<file path="config.mk">
export PLATFORM = sky130hd
export DESIGN_NAME = vx_commit_arbiter
export DESIGN_NICKNAME = d
export VERILOG_FILES = /design/src/rtl/vx_commit_arbiter.sv
export SDC_FILE = /design/constraint.sdc
export NUM_CORES = 1
export LEC_CHECK = 0
export ABC_CLOCK_PERIOD_IN_PS = 5500
export BUFFER_PORTS_ARGS = -buffer_cell sky130_fd_sc_hd__buf_2
export CORE_AREA = 4 4 517 519
export CTS_BUF_LIST = sky130_fd_sc_hd__clkbuf_16
export DETAILED_ROUTE_END_ITERATION = 10
export DIE_AREA = 0 0 521 523
export HOLD_SLACK_MARGIN = 0.08
export PLACE_DENSITY = 0.32
export SYNTH_ARGS = -nofsm -noshare
export SYNTH_HDL_FRONTEND = slang
export SYNTH_SLANG_ARGS = --single-unit
</file>
<file path="constraint.sdc">
create_clock -name clk -period 5.5 [get_ports clk]
set_clock_uncertainty 0.1 [all_clocks]
set_input_delay 1.1 -clock clk [delete_from_list [all_inputs] [get_ports clk]]
set_output_delay 1.1 -clock clk [all_outputs]
set_load 0.01 [all_outputs]
</file>
<file path="src/rtl/vx_commit_arbiter.sv">
// vx_commit_arbiter: round-robin, packet-atomic merge of NUM_INPUTS commit
// streams onto one commit channel, with a 2-entry output-registered skid buffer.
module vx_commit_arbiter #(
    parameter int unsigned NUM_INPUTS = 4,
    parameter int unsigned DATA_WIDTH = 256,
    parameter int unsigned PERF_WIDTH = 32,
    localparam int unsigned SRC_W     = (NUM_INPUTS > 1) ? $clog2(NUM_INPUTS) : 1
) (
    input  logic                             clk,
    input  logic                             reset,
    input  logic [NUM_INPUTS-1:0]            in_valid,
    input  logic [NUM_INPUTS*DATA_WIDTH-1:0] in_data,
    input  logic [NUM_INPUTS-1:0]            in_sop,
    input  logic [NUM_INPUTS-1:0]            in_eop,
    output logic [NUM_INPUTS-1:0]            in_ready,
    output logic                             out_valid,
    output logic [DATA_WIDTH-1:0]            out_data,
    output logic                             out_sop,
    output logic                             out_eop,
    input  logic                             out_ready,
    output logic [SRC_W-1:0]                 out_src,
    output logic [PERF_WIDTH-1:0]            perf_stalls
);

    typedef enum logic {
        ST_IDLE   = 1'b0,
        ST_LOCKED = 1'b1
    } state_t;

    // One buffered commit beat; the source index travels with the payload.
    typedef struct packed {
        logic                  sop;
        logic                  eop;
        logic [SRC_W-1:0]      src;
        logic [DATA_WIDTH-1:0] data;
    } beat_t;

    state_t           state_q, state_d;
    logic [SRC_W-1:0] rr_ptr_q, rr_ptr_d;
    logic [SRC_W-1:0] lock_id_q, lock_id_d;
    logic             en_q;

    logic [SRC_W-1:0] grant;
    logic [SRC_W-1:0] grant_next;
    logic             found;
    logic             sel_valid;
    logic             sel_sop;
    logic             sel_eop;
    logic [DATA_WIDTH-1:0] sel_data;
    logic             accept;
    logic             pop;

    beat_t            push_beat;
    beat_t            head_q;
    beat_t            tail_q;
    logic             head_valid_q;
    logic             tail_valid_q;
    logic             skid_full;
    logic [PERF_WIDTH-1:0] perf_q;

    assign skid_full = tail_valid_q;
    assign pop       = head_valid_q & out_ready;

    // Arbiter state register.
    always_ff @(posedge clk or negedge reset) begin
        if (!reset) begin
            state_q   <= ST_IDLE;
            rr_ptr_q  <= '0;
            lock_id_q <= '0;
        end else begin
            state_q   <= state_d;
            rr_ptr_q  <= rr_ptr_d;
            lock_id_q <= lock_id_d;
        end
    end

    // Holds in_ready low for the first cycle out of reset.
    always_ff @(posedge clk or negedge reset) begin
        if (!reset) begin
            en_q <= 1'b0;
        end else begin
            en_q <= 1'b1;
        end
    end

    // Arbiter next state: lock on a multi-beat sop, release on eop, advance rr pointer.
    always_comb begin
        state_d   = state_q;
        rr_ptr_d  = rr_ptr_q;
        lock_id_d = lock_id_q;
        if (accept) begin
            case (state_q)
                ST_IDLE: begin
                    rr_ptr_d = grant_next;
                    if (sel_sop && !sel_eop) begin
                        state_d   = ST_LOCKED;
                        lock_id_d = grant;
                    end
                end
                ST_LOCKED: begin
                    if (sel_eop) begin
                        state_d  = ST_IDLE;
                        rr_ptr_d = grant_next;
                    end
                end
                default: state_d = ST_IDLE;
            endcase
        end
    end

    // Arbiter outputs: grant selection, per-requester ready, selected beat mux.
    // With no requester valid in IDLE the grant rests on rr_ptr.
    always_comb begin
        grant = rr_ptr_q;
        found = 1'b0;
        if (state_q == ST_LOCKED) begin
            grant = lock_id_q;
        end else begin
            for (int i = 0; i < int'(NUM_INPUTS); i++) begin
                if (!found && in_valid[i] && (SRC_W'(i) >= rr_ptr_q)) begin
                    grant = SRC_W'(i);
                    found = 1'b1;
                end
            end
            for (int i = 0; i < int'(NUM_INPUTS); i++) begin
                if (!found && in_valid[i]) begin
                    grant = SRC_W'(i);
                    found = 1'b1;
                end
            end
        end

        grant_next = (32'(grant) == NUM_INPUTS - 1) ? '0 : grant + SRC_W'(1);

        in_ready  = '0;
        sel_valid = 1'b0;
        sel_sop   = 1'b0;
        sel_eop   = 1'b0;
        sel_data  = '0;
        for (int i = 0; i < int'(NUM_INPUTS); i++) begin
            if (grant == SRC_W'(i)) begin
                in_ready[i] = en_q & ~skid_full;
                sel_valid   = in_valid[i];
                sel_sop     = in_sop[i];
                sel_eop     = in_eop[i];
                sel_data    = in_data[i*DATA_WIDTH +: DATA_WIDTH];
            end
        end
        accept = sel_valid & en_q & ~skid_full;

        push_beat.sop  = sel_sop;
        push_beat.eop  = sel_eop;
        push_beat.src  = grant;
        push_beat.data = sel_data;
    end

    // Skid buffer: head drives the outputs, tail absorbs one beat of backpressure.
    always_ff @(posedge clk or negedge reset) begin
        if (!reset) begin
            head_q       <= '0;
            tail_q       <= '0;
            head_valid_q <= 1'b0;
            tail_valid_q <= 1'b0;
        end else if (tail_valid_q) begin
            if (pop) begin
                head_q       <= tail_q;
                tail_valid_q <= 1'b0;
            end
        end else if (head_valid_q) begin
            if (accept && pop) begin
                head_q <= push_beat;
            end else if (accept) begin
                tail_q       <= push_beat;
                tail_valid_q <= 1'b1;
            end else if (pop) begin
                head_valid_q <= 1'b0;
            end
        end else if (accept) begin
            head_q       <= push_beat;
            head_valid_q <= 1'b1;
        end
    end

    // Saturating count of cycles where the output is stalled.
    always_ff @(posedge clk or negedge reset) begin
        if (!reset) begin
            perf_q <= '0;
        end else if (head_valid_q && !out_ready && (perf_q != '1)) begin
            perf_q <= perf_q + PERF_WIDTH'(1);
        end
    end

    assign out_valid   = head_valid_q;
    assign out_data    = head_q.data;
    assign out_sop     = head_q.sop;
    assign out_eop     = head_q.eop;
    assign out_src     = head_q.src;
    assign perf_stalls = perf_q;

    // A new sop from the lock owner means upstream broke packet framing.
    lock_sop_chk : assert property (@(posedge clk) disable iff (!reset)
        !((state_q == ST_LOCKED) && accept && sel_sop))
        else $error("vx_commit_arbiter: sop accepted while locked");

endmodule
</file>
# Word level (Yosys, flattened, before mapping)
# Index checks and enable logic that the tools add are counted.
# totals
inputBits	1039
word_cells	127
regBits	560
# op_classes
add_sub_neg	2
reduce_logical	30
n_lt_le_gt_ge	4
n_eq_ne	7
bitwise_logic	7
muxes	62
# op_table
cell	count
$mux 260	5
$mux 256	4
$mux 1	40
$add 32x1->32 const B	1
$ne 32x32->1 const B	1
$mux 2	11
$logic_and 1x1->1	15
$logic_not 1->1	9
$reduce_and 3->1	2
$and 1x1->1	4
$eq 2x2->1 const B	2
$ge 1x2->1 const A	2
$ge 2x2->1 const A	2
$pmux 2 s2	1
$reduce_and 4->1	1
$ne 3x1->1 const B	1
$not 1->1	3
$reduce_bool 3->1	1
$add 2x1->2 const B	1
$eq 2x1->1 const B	1
$logic_not 2->1	1
$ne 2x1->1 const B	1
$ne 2x2->1 const B	1
$pmux 1 s2	1
$reduce_and 2->1	1

# Longest topological paths before layout
# Gate-level depths: netlist of run 1.
# depth
ltp_word	46
depth_mapped	15

# Least setup slack after synthesis of run 1
# OpenSTA, ideal clock, no wires.
# synth_path
path_kind	input to output
startpoint	in in_valid[2]
endpoint	out in_ready[3]
n_path_buf	4
cell_stages	9
arrival_time_ns	3.628
slack_ns	0.672
path_cell_list	nor2b_1 > o21a_1 > o41ai_1 > ha_1 > clkbuf_1 > clkbuf_1 > clkbuf_1 > clkbuf_1 > and2_1
# synth_via
elab_chain_cells	27
word_cells_on_any_way	32
cone_classes	eq/ne: 1; mux: 18; reduce/logical: 13
# synth_lines
element	line	rtl
from (decl)	11	input logic [NUM_INPUTS-1:0] in_valid,
$logic_and 1x1->1 (2 in series)	120	if (!found && in_valid[i] && (SRC_W'(i) >= rr_ptr_q)) begin
$mux 1	120	
$mux 1	116	if (state_q == ST_LOCKED) begin
$logic_not 1->1	120	
$logic_and 1x1->1 (2 in series)	120	
$mux 1	120	
$mux 1	116	
$logic_not 1->1	126	if (!found && in_valid[i]) begin
[... 10 more ...]	--	
$mux 1	116	
$logic_not 1->1	126	
$logic_and 1x1->1	126	
$mux 2 (*)	126	
$mux 2 (*)	116	
named net grant[0]	43	logic [SRC_W-1:0] grant;
$eq 2x2->1 (*)	141	if (grant == SRC_W'(i)) begin
$mux 1 (*)	141	
to (decl)	15	output logic [NUM_INPUTS-1:0] in_ready,
# Mark *: on every way through the listed nets, which the timed path passes. The rest lies on a longest branch. The select of a mux whose other input is x is not followed.

# Final worst setup path of run 1
# layout_path
startpoint	in in_valid[2]
endpoint	out in_ready[1]
# layout_via
elab_chain_cells	27
word_cells_on_any_way	32
cone_classes	eq/ne: 1; mux: 18; reduce/logical: 13
# layout_lines
element	line
$logic_and 1x1->1 (2 in series)	120
$mux 1	120
$mux 1	116
$logic_not 1->1	120
$logic_and 1x1->1 (2 in series)	120
$mux 1	120
$mux 1	116
$logic_not 1->1	126
[... 10 more ...]	--
$mux 1	116
$logic_not 1->1	126
$logic_and 1x1->1	126
$mux 2 (*)	126
$mux 2 (*)	116
named net grant[0]	43
$eq 2x1->1 (*)	141
$mux 1 (*)	141
# Marked as above.

==> metrics.txt, run 1 <==
CTS tree=done; Max Cap Violations=0; Main synth FF type=dfrtp_1; cell taking the most area after synthesis=dfrtp_1; core area=262000 µm²; Clock Sink Count=560; status=completed; # Post-CTS Setup Buffers=0; Chip Height=523 µm; synthesized area=approximately 32000 µm²; Hold Crit Class=primary input to async pin; Reg clk slew, reported paths=50 ps; io pins=1336; final net count=5906; WL final=204 mm; Post-Syn Instances=~3700; Max stage delay on crit path=between 600 and 700 ps; top-count cell post-synth=dfrtp_1; synth cell count leaders=dfrtp_1 (560), nand2_1 (532), nor2b_1 (521); cts bufs inserted=81; Initial Util=12.2%; Layout area overhead=42.2%; vias post-DR=33300; CP delay by family, top=buffers and inverters; number of DRC markers in iteration 0=1687; combinational share of power=62.7%; Ys Warns=0; Buf/Inv on CP=4; antenna violations before repair=100; routed len/inst=24.1 µm; largest net degree at the start of global routing=161; sequential fraction of the synthesis area=43.7%; synthesized area per cell=8.68 µm²; Placer Congestion=about 0.94; post-detail-place hpwl=between 150 and 200 mm; Synthesized Nets=about 4700; post-CTS sizing=0; RSZ-0062 raised after global routing=no; CTS Buffer Depth=3; Worst-Margin Slew=1020 ps; peak supply drop=0.000436 V; number of synthesized flops with an enable pin=0; worst endpoint data arrival time=3650 ps; Sw Share=between 50% and 60%; Final setup viols=0; Overflow after GRT=0; DR pass1 iterations=5; Yosys cell types=48; worst-path fanout max=67; CTS Hold Bufs=0; first-pass GRT wire length=approximately 280 mm; DRC Markers=0; layout cells sized above 1=32.3%; Finished Cell Area=around 46000 µm²; minimum clock period=4850 ps; CP Cell Sequence=buf_2 > nor2b_1 > o21a_1 > o41ai_1 > buf_4 > ha_4 > buf_4 > and2_1 > buf_2; CP Capture Type=output pin; worst rel slew slack=32.0%; max-slew violations=0; leak pwr=0.0199 µW; Synth Register Bits=560; CP Launch Type=primary input; Placed Area=approximately 43000 µm²; Clock power frac=between 15 and 20%; ratio of final minimum period to clock period=88.3%; FMAX=0.206 GHz; number of global-route vias before repair=33500; Pint=15900 µW; pwr/cell area=around 710 nW/µm²; top-area cell type share of the netlist area=43.7%; Synth area leaders=dfrtp_1 (44%), nor2b_1 (10%), a221oi_1 (7.0%); DRT antenna net count=0; Root Buffer=clkbuf_16; DR vias/cell=3.93; htree depth=3; die area=272000 µm²; asr flop ratio synth=100%; Flop pwr share=21.3%; slowest stage cell on the critical path=buf_4; Final Hold Fails=0; die extent in x=521 µm; total negative slack=0 ps; Core Rows=roughly 190; IO Port Bufs=1335; Setup CP Type=primary input to output pin; Req. time, crit path=4300 ps; overall power=32200 µW; Sw Pwr=16300 µW; Total GRT Usage=~14%; clock latency on the worst-skew pair=about 710 ps
[worst reg2reg max path, cell delays in order, from the launching register on]
cell and delay [ps]:
dfrtp_1 400, nor2b_1 80, o21a_1 190, o41ai_1 520, buf_4 260, ha_4 270
buf_12 250, buf_4 660, a221oi_1 160, nor3_1 700, a211oi_1 100, o31ai_1 250
[area by class of cell]
type / instances / area [µm²]
clock buffers: 81 / 2030
flip-flops and latches: 560 / 14000
clock inverters: 66 / 483
diodes: 20 / 50.0
repair buffers: 1465 / 8160
well taps: 3515 / 4400
fillers: 30000 / 216000
inverters: 11 / 41.3
multi-input cells: 2743 / 16400
[power by group through the flow]
| stage | Clock (µW) | Combinational, µW | Sequential, µW |
|---|---|---|---|
| after CTS | 5450 | 20800 | 6900 |
| after global routing | 5570 | 22500 | 7090 |
| after floorplan | 0 | 11800 | 7030 |
| after global placement | 0 | 20600 | 6930 |
| after detailed placement | 0 | 20700 | 6950 |
| final | 5160 | 20200 | 6860 |
[routing by layer]
layer	global-route usage [%]	share of wire, %	vias up
met1	17.6	42	15700
met4	4.05	2.7	78
met5	0	0.23	-
met2	22.7	45	1217
met3	6.17	10	300
li1	-	-	16000
[kinds of logic (layout without fill, tap and decap cells)]
kind of cell               count (synthesis)  in the layout  synth area share, %
muxes                                      9              9                0.301
and+or+nand+nor                         1382           1382                 21.7
AOI/OAI and AO/OA                       1316           1316                 27.8
xor gates and xnor gates                  30             30                0.820
DFF                                      560            560                 43.7
other                                      1             21               0.0117
buffers and inverters                    388           1623                 5.37
adders and majority gates                  5              5                0.195
[cells in the final DEF, fill, tap and decap left out, types with 3 or more instances in the layout]
cell type	count
nor2_1	10
bufinv_16	4
clkbuf_16	81
nand2b_1	4
nand3_1	14
o31ai_1	257
and2_1	7
mux2i_1	4
mux2_2	4
inv_6	3
o21ai_0	216
clkinv_1	25
nand4_1	12
a21oi_1	263
a211oi_1	257
inv_1	25
and3_1	7
nor4_1	4
dfrtp_1	559
buf_12	39
nor2b_1	519
nor3_1	260
buf_4	92
buf_2	1333
ha_4	3
nand2_1	532
clkinv_2	12
inv_16	3
diode_2	20
a221oi_1	255
xor2_1	9
xnor2_1	21
o21ai_1	52
[final timing paths]
path	startpoint	endpoint	slack (ps)	cells after the start
min in group clk	out_data[138]	out_data[138]	370	2
hold reg to reg	out_data[138]	out_data[138]	370	2
hold / removal	reset	out_data[151]	300	1
setup / recovery	in_valid[2]	in_ready[1]	650	9
max in group asynchronous	reset	out_data[231]	3620	2
setup reg to reg	rr_ptr_q[0]	out_data[13]	1490	11
[state kept, by name, summed over array words and instances (netlist names), 2 cells and up]
name and count:
perf_stalls 32, out_src 2, out_data 256, rr_ptr_q 2, lock_id_q 2, tail_q 260
[per-stage QoR]
step           worst slack [ps]  util, %  std cells  hold WS (ps)
6_report                    645     17.4       8461           298
5_1_grt                     445     17.4       8450           266
3_5_place_dp                514     16.4       8294           364
4_1_cts                     634     17.4       8441           220
2_1_floorplan               672        -       3691           348
3_3_place_gp                450     16.4       8294           360
Power figures use the tool's default switching activity.
==> run 2: changes to the inputs <==
--- a/config.mk
+++ b/config.mk
@@ -12,7 +12,7 @@
 export DETAILED_ROUTE_END_ITERATION = 10
 export DIE_AREA = 0 0 521 523
 export HOLD_SLACK_MARGIN = 0.08
-export PLACE_DENSITY = 0.32
+export PLACE_DENSITY = 0.34
 export SYNTH_ARGS = -nofsm -noshare
 export SYNTH_HDL_FRONTEND = slang
 export SYNTH_SLANG_ARGS = --single-unit
==> run 2 against run 1 <==
Die area unchanged. Highest routed layer unchanged. Critical path depth increased by 1. Flip-flop and latch count is the same. Utilization decreased by 0.11 points. Cell count is 0.26% lower.
==> metrics.txt, run 2 (same netlist as run 1, synthesis figures left out) <==
GR Util met1=17.2% (-0.40 points); Req. time, crit path=4300 ps (about the same); layout cells sized above 1=32.0% (-0.33 points); CP Launch Type=primary input; DR vias/cell=3.96 (+0.64%); CTS Hold Bufs=0 (unchanged); Hold Crit Class=flip-flop to flip-flop; Clock Sink Count=560 (unchanged); RSZ-0062 raised after global routing=no; CP Capture Type=output pin; number of DRC markers in iteration 0=1935 (+15%); DRT antenna net count=0 (unchanged); routed len/inst=23.9 µm (-0.72%); fillers=29800 (-0.60%); RR Endpoint=out_data[16]; final net count=5882 (-0.41%); commonest non-fill, non-tap cell in the layout=buf_2; Setup CP Type=primary input to output pin; Final setup viols=0 (unchanged); cts bufs inserted=80 (-1.2%); peak supply drop=0.000694 V (+59%); WL final=202 mm (-0.98%); most frequent cells in the layout=buf_2 (1334), dfrtp_1 (559), nand2_1 (532); leak pwr=0.0198 µW (-0.83%); area of the multi-input gates=16400 µm² (about the same); Chip Height=523 µm (unchanged); hold wc startpoint=out_data[66]; clock latency on the worst-skew pair=690 ps (-20 ps); GR Util met3=6.71% (+0.54 points); post-CTS sizing=0 (unchanged); Reg clk slew, reported paths=50 ps (about the same); total negative slack=0 ps (unchanged); DR pass1 iterations=5 (unchanged); Placer Congestion=0.912 (-2.7%); worst-path fanout max=6 (-91%); die extent in x=521 µm (unchanged); status=completed; Layout area overhead=41.3%; CTS Buffer Depth=3 (unchanged); RR Startpoint=rr_ptr_q[0]; ratio of final minimum period to clock period=80.4% (-7.9 points); post-detail-place hpwl=163 mm (-1.3%); die area=272000 µm² (unchanged); FMAX=0.226 GHz (+9.8%); grt met2 use=22.5% (-0.28 points); minimum clock period=4420 ps (-432 ps); Biggest register=tail_q; core area=262000 µm² (unchanged); largest net degree at the start of global routing=175 (+8.7%); worst endpoint data arrival time=3220 ps (-430 ps); vias post-DR=33400 (+0.38%); GR peak layer=met2; Reg2Reg Depth=14 (+3); Worst-Margin Slew=1350 ps (+332 ps); htree depth=3 (unchanged); sequential cell area=14000 µm² (unchanged); Initial Util=12.2% (unchanged); Total GRT Usage=14.1% (-0.19 points); # Post-CTS Setup Buffers=0 (unchanged); number of global-route vias before repair=33000 (-1.4%); pwr/cell area=700 nW/µm² (-1.0%); Overflow after GRT=0 (unchanged); internal reg-to-reg setup slack=1290 ps (-200 ps); hold path endpoint=out_data[66]; Root Buffer=clkbuf_16; antenna violations before repair=120 (+20%); CTS tree=done; max-slew violations=0 (unchanged); worst rel slew slack=9.85% (-22 points); DRC Markers=0 (unchanged); Largest register FFs=260 (unchanged); Final Util=17.3% (-0.11 points); first-pass GRT wire length=274 mm (-1.2%); io pins=1336 (unchanged); Core Rows=188 (unchanged); Final Hold Fails=0 (unchanged); Hold Crit Depth=2; Max Cap Violations=0 (unchanged); IO Port Bufs=1335 (unchanged)
[run 2: report_power, final]
part / leakage (µW) / internal [µW] / total, µW / switching [µW]
logic: 0.0113 / 6840 / 19700 / 12800
registers: 0.00717 / 5840 / 6860 / 1020
clock network: 0.00130 / 2960 / 5160 / 2200
total: 0.0198 / 15600 / 31700 / 16000
[run 2: worst max-delay path, stage by stage]
cell	delay (ps)
buf_2	130
nor2b_1	140
o21a_1	190
o41ai_1	320
buf_4	230
inv_1	100
ha_1	320
buf_4	230
and2_1	250
buf_2	190
[run 2: metal layers]
layer	part of all wire (%)	vias up
li1	-	15900
met1	41	15700
met2	45	1351
met3	11	329
met4	2.4	90
met5	0.30	-
[run 2: layout make-up]
type,count,share of cell area (%)
diodes,32,0.177
clock buffers,81,4.48
clock inverters,55,1.11
inverters,11,0.0912
multi-input cells,2743,36.2
flip-flops and latches,560,31.0
well taps,3515,9.72
repair buffers,1442,17.3
[run 2: worst max path at each step]
stage / start / to / slack (ps) / cells past startpoint
floorplan: in_valid[2] / in_ready[3] / 670 / 9
global placement: in_valid[0] / out_data[16] / 580 / 15
detailed placement: in_valid[2] / out_data[16] / 560 / 15
CTS: in_valid[2] / in_ready[2] / 1040 / 9
global route: rr_ptr_q[1] / in_ready[2] / 970 / 7
finish: in_valid[2] / in_ready[0] / 1080 / 10
[run 2: through the flow]
stage | hold slack (ps) | total power (µW) | setup WS [ps] | area [µm²] | std cells
3_3_place_gp | 358 | 26900 | 576 | 42600 | 8270
2_1_floorplan | 348 | 18900 | 672 | 32000 | 3691
6_report | 369 | 31700 | 1080 | 45300 | 8439
4_1_cts | 345 | 32500 | 1040 | 45200 | 8407
3_5_place_dp | 363 | 27100 | 564 | 42700 | 8271
5_1_grt | 374 | 34600 | 972 | 45200 | 8425
